==> src/rtl/cache_pkg.sv <==
// Shared constants, refill FSM state type and address field helpers
// for the L1 line-fill path.
package cache_pkg;

  localparam int ADDR_W   = 32;
  localparam int LINE_W   = 512;
  localparam int BEAT_W   = 64;
  localparam int NBEATS   = LINE_W / BEAT_W;
  localparam int CNT_W    = $clog2(NBEATS);
  localparam int INDEX_W  = 6;
  localparam int OFFSET_W = 6;
  localparam int TAG_W    = ADDR_W - INDEX_W - OFFSET_W;

  typedef enum logic [1:0] {
    IDLE  = 2'd0,
    REQ   = 2'd1,
    FILL  = 2'd2,
    WRITE = 2'd3
  } refill_state_e;

  function automatic logic [TAG_W-1:0] addr_tag(input logic [ADDR_W-1:0] addr);
    return TAG_W'(addr >> (OFFSET_W + INDEX_W));
  endfunction

  function automatic logic [INDEX_W-1:0] addr_index(input logic [ADDR_W-1:0] addr);
    return INDEX_W'(addr >> OFFSET_W);
  endfunction

  function automatic logic [OFFSET_W-1:0] addr_offset(input logic [ADDR_W-1:0] addr);
    return OFFSET_W'(addr);
  endfunction

  // Clear the byte-offset bits so the address points at the start of its line.
  function automatic logic [ADDR_W-1:0] line_align(input logic [ADDR_W-1:0] addr);
    return addr & {{(ADDR_W - OFFSET_W){1'b1}}, {OFFSET_W{1'b0}}};
  endfunction

endpackage

==> src/rtl/cache_refill_buffer_line_assembler.sv <==
// Collects memory beats into a full cache line. Beat 0 lands in the lowest
// slot. The line output already contains the beat accepted this cycle, so the
// final beat can be captured downstream on the same edge that stores it here.
module line_assembler
  import cache_pkg::*;
(
  input  logic              clk,
  input  logic              rst,
  input  logic              clr,
  input  logic              beat_valid,
  input  logic [BEAT_W-1:0] beat_data,
  output logic [LINE_W-1:0] line,
  output logic              last_beat
);

  logic [LINE_W-1:0] line_r;
  logic [LINE_W-1:0] line_s;
  logic [CNT_W-1:0]  beat_cnt_r;

  // Merge the incoming beat into the slot selected by the beat counter.
  always_comb begin
    line_s = line_r;
    if (beat_valid) begin
      for (int k = 0; k < NBEATS; k++) begin
        if (beat_cnt_r == CNT_W'(k)) begin
          line_s[k*BEAT_W +: BEAT_W] = beat_data;
        end else begin
          line_s[k*BEAT_W +: BEAT_W] = line_r[k*BEAT_W +: BEAT_W];
        end
      end
    end else begin
      line_s = line_r;
    end
  end

  // Hold the partial line and beat count; reset or a new fill discards both.
  always_ff @(posedge clk) begin
    if (rst || clr) begin
      line_r     <= '0;
      beat_cnt_r <= '0;
    end else begin
      line_r <= line_s;
      if (beat_valid) begin
        beat_cnt_r <= beat_cnt_r + CNT_W'(1);
      end
    end
  end

  assign line      = line_s;
  assign last_beat = beat_valid && (beat_cnt_r == CNT_W'(NBEATS - 1));

endmodule

==> src/rtl/cache_refill_buffer.sv <==
// Line-fill engine: accepts a miss address, issues one burst read, gathers
// the returning beats and writes the finished line to the data array with a
// single-cycle strobe. All outputs come straight from registers.
module cache_refill_buffer
  import cache_pkg::*;
(
  input  logic               clk,
  input  logic               rst,
  input  logic               fill_req_valid,
  output logic               fill_req_ready,
  input  logic [ADDR_W-1:0]  fill_req_addr,
  output logic               mem_req_valid,
  input  logic               mem_req_ready,
  output logic [ADDR_W-1:0]  mem_req_addr,
  input  logic               mem_rdata_valid,
  input  logic [BEAT_W-1:0]  mem_rdata,
  output logic               line_we,
  output logic [INDEX_W-1:0] line_index,
  output logic [LINE_W-1:0]  line_data,
  output logic               fill_done,
  output logic               busy
);

  refill_state_e state_r;
  refill_state_e next_s;

  logic [ADDR_W-1:0]  addr_r;
  logic [INDEX_W-1:0] line_index_r;
  logic [LINE_W-1:0]  line_data_r;
  logic               fill_req_ready_r;
  logic               mem_req_valid_r;
  logic               line_we_r;
  logic               fill_done_r;
  logic               busy_r;

  logic               ready_s;
  logic               req_valid_s;
  logic               we_s;
  logic               busy_s;
  logic               beat_valid_s;
  logic               clr_s;
  logic               last_beat_s;
  logic [LINE_W-1:0]  asm_line_s;

  // Beats count only while filling; the counter restarts as the burst is accepted.
  assign beat_valid_s = mem_rdata_valid && (state_r == FILL);
  assign clr_s        = (state_r == REQ) && mem_req_ready;

  line_assembler u_line_assembler (
    .clk        (clk),
    .rst        (rst),
    .clr        (clr_s),
    .beat_valid (beat_valid_s),
    .beat_data  (mem_rdata),
    .line       (asm_line_s),
    .last_beat  (last_beat_s)
  );

  // State register.
  always_ff @(posedge clk) begin
    if (rst) begin
      state_r <= IDLE;
    end else begin
      state_r <= next_s;
    end
  end

  // Next-state logic for the refill sequence.
  always_comb begin
    next_s = state_r;
    case (state_r)
      IDLE: begin
        if (fill_req_valid) next_s = REQ;
        else                next_s = IDLE;
      end
      REQ: begin
        if (mem_req_ready) next_s = FILL;
        else               next_s = REQ;
      end
      FILL: begin
        if (last_beat_s) next_s = WRITE;
        else             next_s = FILL;
      end
      WRITE:   next_s = IDLE;
      default: next_s = IDLE;
    endcase
  end

  // Output decode of the upcoming state, so the registered outputs line up with it.
  always_comb begin
    ready_s     = 1'b0;
    req_valid_s = 1'b0;
    we_s        = 1'b0;
    busy_s      = 1'b1;
    case (next_s)
      IDLE: begin
        ready_s = 1'b1;
        busy_s  = 1'b0;
      end
      REQ:     req_valid_s = 1'b1;
      FILL:    busy_s      = 1'b1;
      WRITE:   we_s        = 1'b1;
      default: busy_s      = 1'b1;
    endcase
  end

  // Output, address and write-data registers.
  always_ff @(posedge clk) begin
    if (rst) begin
      fill_req_ready_r <= 1'b1;
      mem_req_valid_r  <= 1'b0;
      line_we_r        <= 1'b0;
      fill_done_r      <= 1'b0;
      busy_r           <= 1'b0;
      addr_r           <= '0;
      line_index_r     <= '0;
      line_data_r      <= '0;
    end else begin
      fill_req_ready_r <= ready_s;
      mem_req_valid_r  <= req_valid_s;
      line_we_r        <= we_s;
      fill_done_r      <= we_s;
      busy_r           <= busy_s;
      if ((state_r == IDLE) && fill_req_valid) begin
        addr_r <= line_align(fill_req_addr);
      end
      // Capture the line (final beat merged in) as the FSM enters WRITE.
      if ((state_r == FILL) && last_beat_s) begin
        line_index_r <= addr_index(addr_r);
        line_data_r  <= asm_line_s;
      end
    end
  end

  assign fill_req_ready = fill_req_ready_r;
  assign mem_req_valid  = mem_req_valid_r;
  assign mem_req_addr   = addr_r;
  assign line_we        = line_we_r;
  assign line_index     = line_index_r;
  assign line_data      = line_data_r;
  assign fill_done      = fill_done_r;
  assign busy           = busy_r;

endmodule
==> config.mk <==
export PLATFORM = sky130hd
export DESIGN_NAME = cache_refill_buffer
export DESIGN_NICKNAME = d
export VERILOG_FILES = /design/src/rtl/cache_pkg.sv /design/src/rtl/cache_refill_buffer_line_assembler.sv /design/src/rtl/cache_refill_buffer.sv
export SDC_FILE = /design/constraint.sdc
export NUM_CORES = 2
export LEC_CHECK = 0
export CORE_ASPECT_RATIO = 1.75
export CORE_MARGIN = 5
export CORE_UTILIZATION = 57
export DETAILED_ROUTE_END_ITERATION = 8
export GPL_ROUTABILITY_DRIVEN = 0
export PLACE_DENSITY = 0.83
export SLEW_MARGIN = 10
export SYNTH_ARGS = -nofsm -noshare
export SYNTH_HDL_FRONTEND = slang
export SYNTH_SLANG_ARGS = --single-unit
==> constraint.sdc <==
create_clock -name clk -period 4.5 [get_ports clk]
set_input_delay 0.9 -clock clk [delete_from_list [all_inputs] [get_ports clk]]
set_output_delay 0.9 -clock clk [all_outputs]
set_load 0.1 [all_outputs]
## Yosys cells after proc, flatten, opt, wreduce, memory -nomap -nowiden

Cells that the tools add are included.

| operators by class | value |
|---|---|
| eq/ne operators | 12 |
| $add $sub $neg | 1 |
| mux-type cells | 17 |
| reduce and logical (&&, ||, !) cells | 9 |

Operators with widths:

| operator | number |
|---|---|
| $mux 512 | 1 |
| $mux 64 | 8 |
| $eq 3x3->1 const B | 4 |
| $pmux 2 s4 | 1 |
| $eq 2x2->1 const B | 3 |
| $eq 3x2->1 const B | 2 |
| $mux 1 | 6 |
| $logic_and 1x1->1 | 5 |
| $eq 2x1->1 const B | 2 |
| $logic_not 2->1 | 2 |
| $add 3x1->3 const B | 1 |
| $eq 3x1->1 const B | 1 |
| $logic_not 3->1 | 1 |
| $mux 2 | 1 |
| $logic_or 1x1->1 | 1 |

| storage, ports and cells | value |
|---|---|
| input port bits | 101 |
| bits in registers | 1,065 |
| output and inout port bits | 555 |

## Logic depth before layout (Yosys ltp)

| depth | value |
|---|---|
| depth after elaboration | 7 |
| mapped depth | 9 |

## Cells and area by module

From an unflattened synthesis, not the netlist that was laid out.

| second synthesis, totals | value |
|---|---|
| cell total of the unflattened synthesis | 5,040 |
| area total of the unflattened synthesis | 52,041.2 um2 |

By module, submodules not included:

| module | cells each | area each (um2) | times used |
|---|---|---|---|
| line_assembler | 2,654 | 27,485.1 | 1 |
| cache_refill_buffer | 2,386 | 24,556.1 | 1 |

## Worst setup path after synthesis

OpenSTA, ideal clock, no wires.

| timing | value |
|---|---|
| path kind | register -> output |
| start | register fill_done (netlist name) |
| end | output line_we |
| data arrival time | 1.356 ns |
| buffers on the path | 1 |
| stages on the path, launching flop included | 2 |
| setup slack | 2.244 ns |
| cell sequence | dfxtp_1 buf_4 |

RTL lines:

| element | line | source |
|---|---|---|
| to (decl) | cache_refill_buffer.sv:17 | `output logic line_we,` |

## Worst setup path after layout

| timing | value |
|---|---|
| start | register u_line_assembler.beat_cnt_r[2] |
| end | register u_line_assembler.line_r[220] |

| between the ends | value |
|---|---|
| longest elaborated chain between the ends | 3 |

Ends and longest elaborated chain:

| element | line | source |
|---|---|---|
| from (decl) | cache_refill_buffer_line_assembler.sv:18 | `logic [CNT_W-1:0] beat_cnt_r;` |
| from (signal assigned) | cache_refill_buffer_line_assembler.sv:44 | `beat_cnt_r <= beat_cnt_r + CNT_W'(1);` |
| $eq 3x2->1 | cache_refill_buffer_line_assembler.sv:25 | `if (beat_cnt_r == CNT_W'(k)) begin` |
| $mux 64 | cache_refill_buffer_line_assembler.sv:25 |  |
| $mux 512 | cache_refill_buffer_line_assembler.sv:23 | `if (beat_valid) begin` |
| to (signal assigned) | cache_refill_buffer_line_assembler.sv:42 | `line_r <= line_s;` |
| to (decl) | cache_refill_buffer_line_assembler.sv:16 | `logic [LINE_W-1:0] line_r;` |

Every way passes these cells.
A chain may end at the register's enable or synchronous reset.

==> impl_metrics.toml <==
[hold_path]
hold_path_class = "reg -> reg"
worstHoldStart = "mem_req_addr[12]"
whs_endpoint = "mem_req_addr[12]"
holdPathStages = 2

[timing]
maxSlewHeadroom_pct = 22.2
holdWs_ps = 453
skew_ps = 33.2
drv_slew = 0
min_period_ps = 3250
setup_violations = 0
rsz0062_at_grt = "no"
fin_crit_sh_pct = 72.3
max_freq_mhz = 307
worst_pin_slew_ps = 1160
fin_ws_ps = 1250
setup_tns_ps = 0
finalHoldViolations = 0

[route]
wl_um = 127000
vias = 36686
via_per_inst = 6.18
drt-initial-drc-count = 3880
drt_first_pass_iters = 6
wl_per_cell_um = 21.3
drtAntennaViolNets = 0
route.detailed.drc = 0

[clock_network]
clock_path_buffers = 3
cts_buffers = 85
cts_setup_buffers = 0
clockRootBuffer = "clkbuf_16"
post_cts_resize_count = 0
ctsHtreeMaxLevel = 3
cts_hold_buf = 0
tritoncts = "built"
clk_pin_slew_ps = 60
clk_latency_ps = 650
numClockSinks = 1001

[synth]
yosys.area.top_type = "dfxtp_1"
synth_top_area_share_pct = 51.7
ys.flop_type = "dfxtp_1"
syn_area_mm2 = 0.0387
synth_cells = 4710
synth_common_cells = "1001 x dfxtp_1, 838 x nand2_1, 547 x a21oi_1"
synth.most_common_cell = "dfxtp_1"
ys_types = 33
synthArstFlopShare_pct = 0
synth_seq_area_share_pct = 51.7
yosysWarningCount = 0
synth.avg_cell_area_um2 = 8.22
synth.top_cells.by_area = "dfxtp_1 52%, a311oi_1 8.6%, nand2_1 8.1%"
synth-seq-cells = 1001
synth-edff-count = 0

[grt]
grt_pass1_vias = 34252
grt_max_degree = 215
grt_pass1_wl_um = 196000
gr-total-overflow = 0
antenna_found_initial = 1
grt_use_total_pct = 32.5

[power_and_ir_drop]
ir_drop_uv = 311
power_per_cell_area_mw_per_mm2 = 373
power.leakage_nw = 14.3

[floorplanning]
rows = 126
die_w_um = 207
initial_utilization_pct = 57.4
ios = 656
die_h_um = 355
core_region_area_mm2 = 0.0675
dieArea_mm2 = 0.0735

[final_layout]
area_growth_pct = 23.6
fin_util_pct = 70.9
nets = 5075
fillers = 5184
drive_gt1_share_pct = 4.82

[placed_design]
port_buffers = 643
pre_cts_ws_ps = 1130
hpwl_um = 78600

[critical_path]
critPathArrivalTime_ps = 3820
cp_max_fo = 49
r2r_slack_ps = 1250
endpoint_kind = "flip-flop"
crit_required_ps = 5070
cp-start-kind = "flip-flop"
worst-r2r-cell-count = 6
slowest_delay_ps = 980
critPathTopFamily = "simple AND/OR/NAND/NOR gates"
timing.rr.end = "u_line_assembler.line_r[220]"
setup.worst_path.start = "u_line_assembler.beat_cnt_r[2]"
path_class = "reg -> reg"
path_cells = "inv_4, ha_4, and4b_2, buf_4, nand2_1, a21oi_1"
rr_startpoint = "u_line_assembler.beat_cnt_r[2]"
cp_slowest_cell = "and4b_2"
path_buf_inv = 2

[run]
cap_violations = 0

[status]
status = "finished clean"
==> layout make-up <==
cell class                      instances  area [um2]  area share (%)
Clock buffer                          118        2470            5.17
Antenna cell                            2        5.00          0.0105
Multi-Input combinational cell       3155       16300            34.1
Timing Repair Buffer                  721        7340            15.3
Sequential cell                      1001       20000            41.9
Tap cell                              896        1120            2.34
Inverter                                4        17.5          0.0366
Clock inverter                         38         546            1.14
==> layout by cell type (no fill, tap or decap), types with 3 or more instances in the layout <==
cell type        instances
dfxtp_1               1000
nand4b_1                 3
a311oi_1               381
ha_1                     5
clkinvlp_4               4
conb_1                   6
o21ai_0                382
a311oi_2                 3
buf_12                  25
nand2b_4                 3
nor2_1                 451
clkinv_2                17
nand2_1                836
buf_4                   53
clkbuf_16               87
nand3_1                384
clkdlybuf4s50_1        642
a211oi_1                65
mux2i_1                 65
clkbuf_8                18
inv_1                    3
bufinv_16               12
clkbuf_1                13
a21oi_1                547
==> layer usage <==
metal | GRT usage, % | share of wire [%]
met1 | 43.0 | 39
met2 | 50.2 | 45
met3 | 7.14 | 10
met5 | 0 | 0
met4 | 16.6 | 5.3
==> how the worst max path moves through the flow <==
stage / to / cells past startpoint
2_1_floorplan: line_we / 1
3_3_place_gp: u_line_assembler.line_r[170] / 6
3_5_place_dp: u_line_assembler.line_r[138] / 6
4_1_cts: u_line_assembler.line_r[220] / 6
5_1_grt: u_line_assembler.line_r[220] / 6
6_report: u_line_assembler.line_r[220] / 6
==> per-stage QoR <==
stage	power, mW	instance area (um2)	instances
after floorplan	9.70	38700	4715
after global placement	10.1	44800	5777
after detailed placement	10.1	44800	5777
after CTS	17.9	47900	5933
after global routing	18.3	47900	5934
final	17.8	47900	5935
==> worst reg2reg max path, cell delays in order, from the launching register on <==
cell     delay (ps)
dfxtp_4         530
inv_4           450
ha_4            520
and4b_2         980
buf_4           410
nand2_1          90
a21oi_1         210
==> sequential cells by signal, indices dropped and copies added (netlist names) <==
register                     flops
fill_done                        1
mem_req_valid                    1
fill_req_ready                   1
busy                             1
line_data                      512
u_line_assembler.beat_cnt_r      3
u_line_assembler.line_r        448
state_r                          2
mem_req_addr                    26
line_index                       6
==> cell families after synthesis <==
kind of cell             Yosys count  synth area share (%)
AND/OR/NAND/NOR                 1696                  17.9
AO/OA/AOI/OAI                   1381                  22.0
flip-flops                      1001                  51.7
buffers and inverters            559                  6.39
other                              1               0.00968
XOR/XNOR                           1                0.0226
multiplexers                      65                  1.68
adder cells (fa/ha/maj)            6                 0.194
==> power breakdown <==
group	internal, mW	total (mW)	switching, mW
registers	8.89	8.91	0.0275
clock network	4.56	7.95	3.39
logic	0.213	0.980	0.767
total	13.7	17.8	4.18
(Power assumes the default switching activity.)
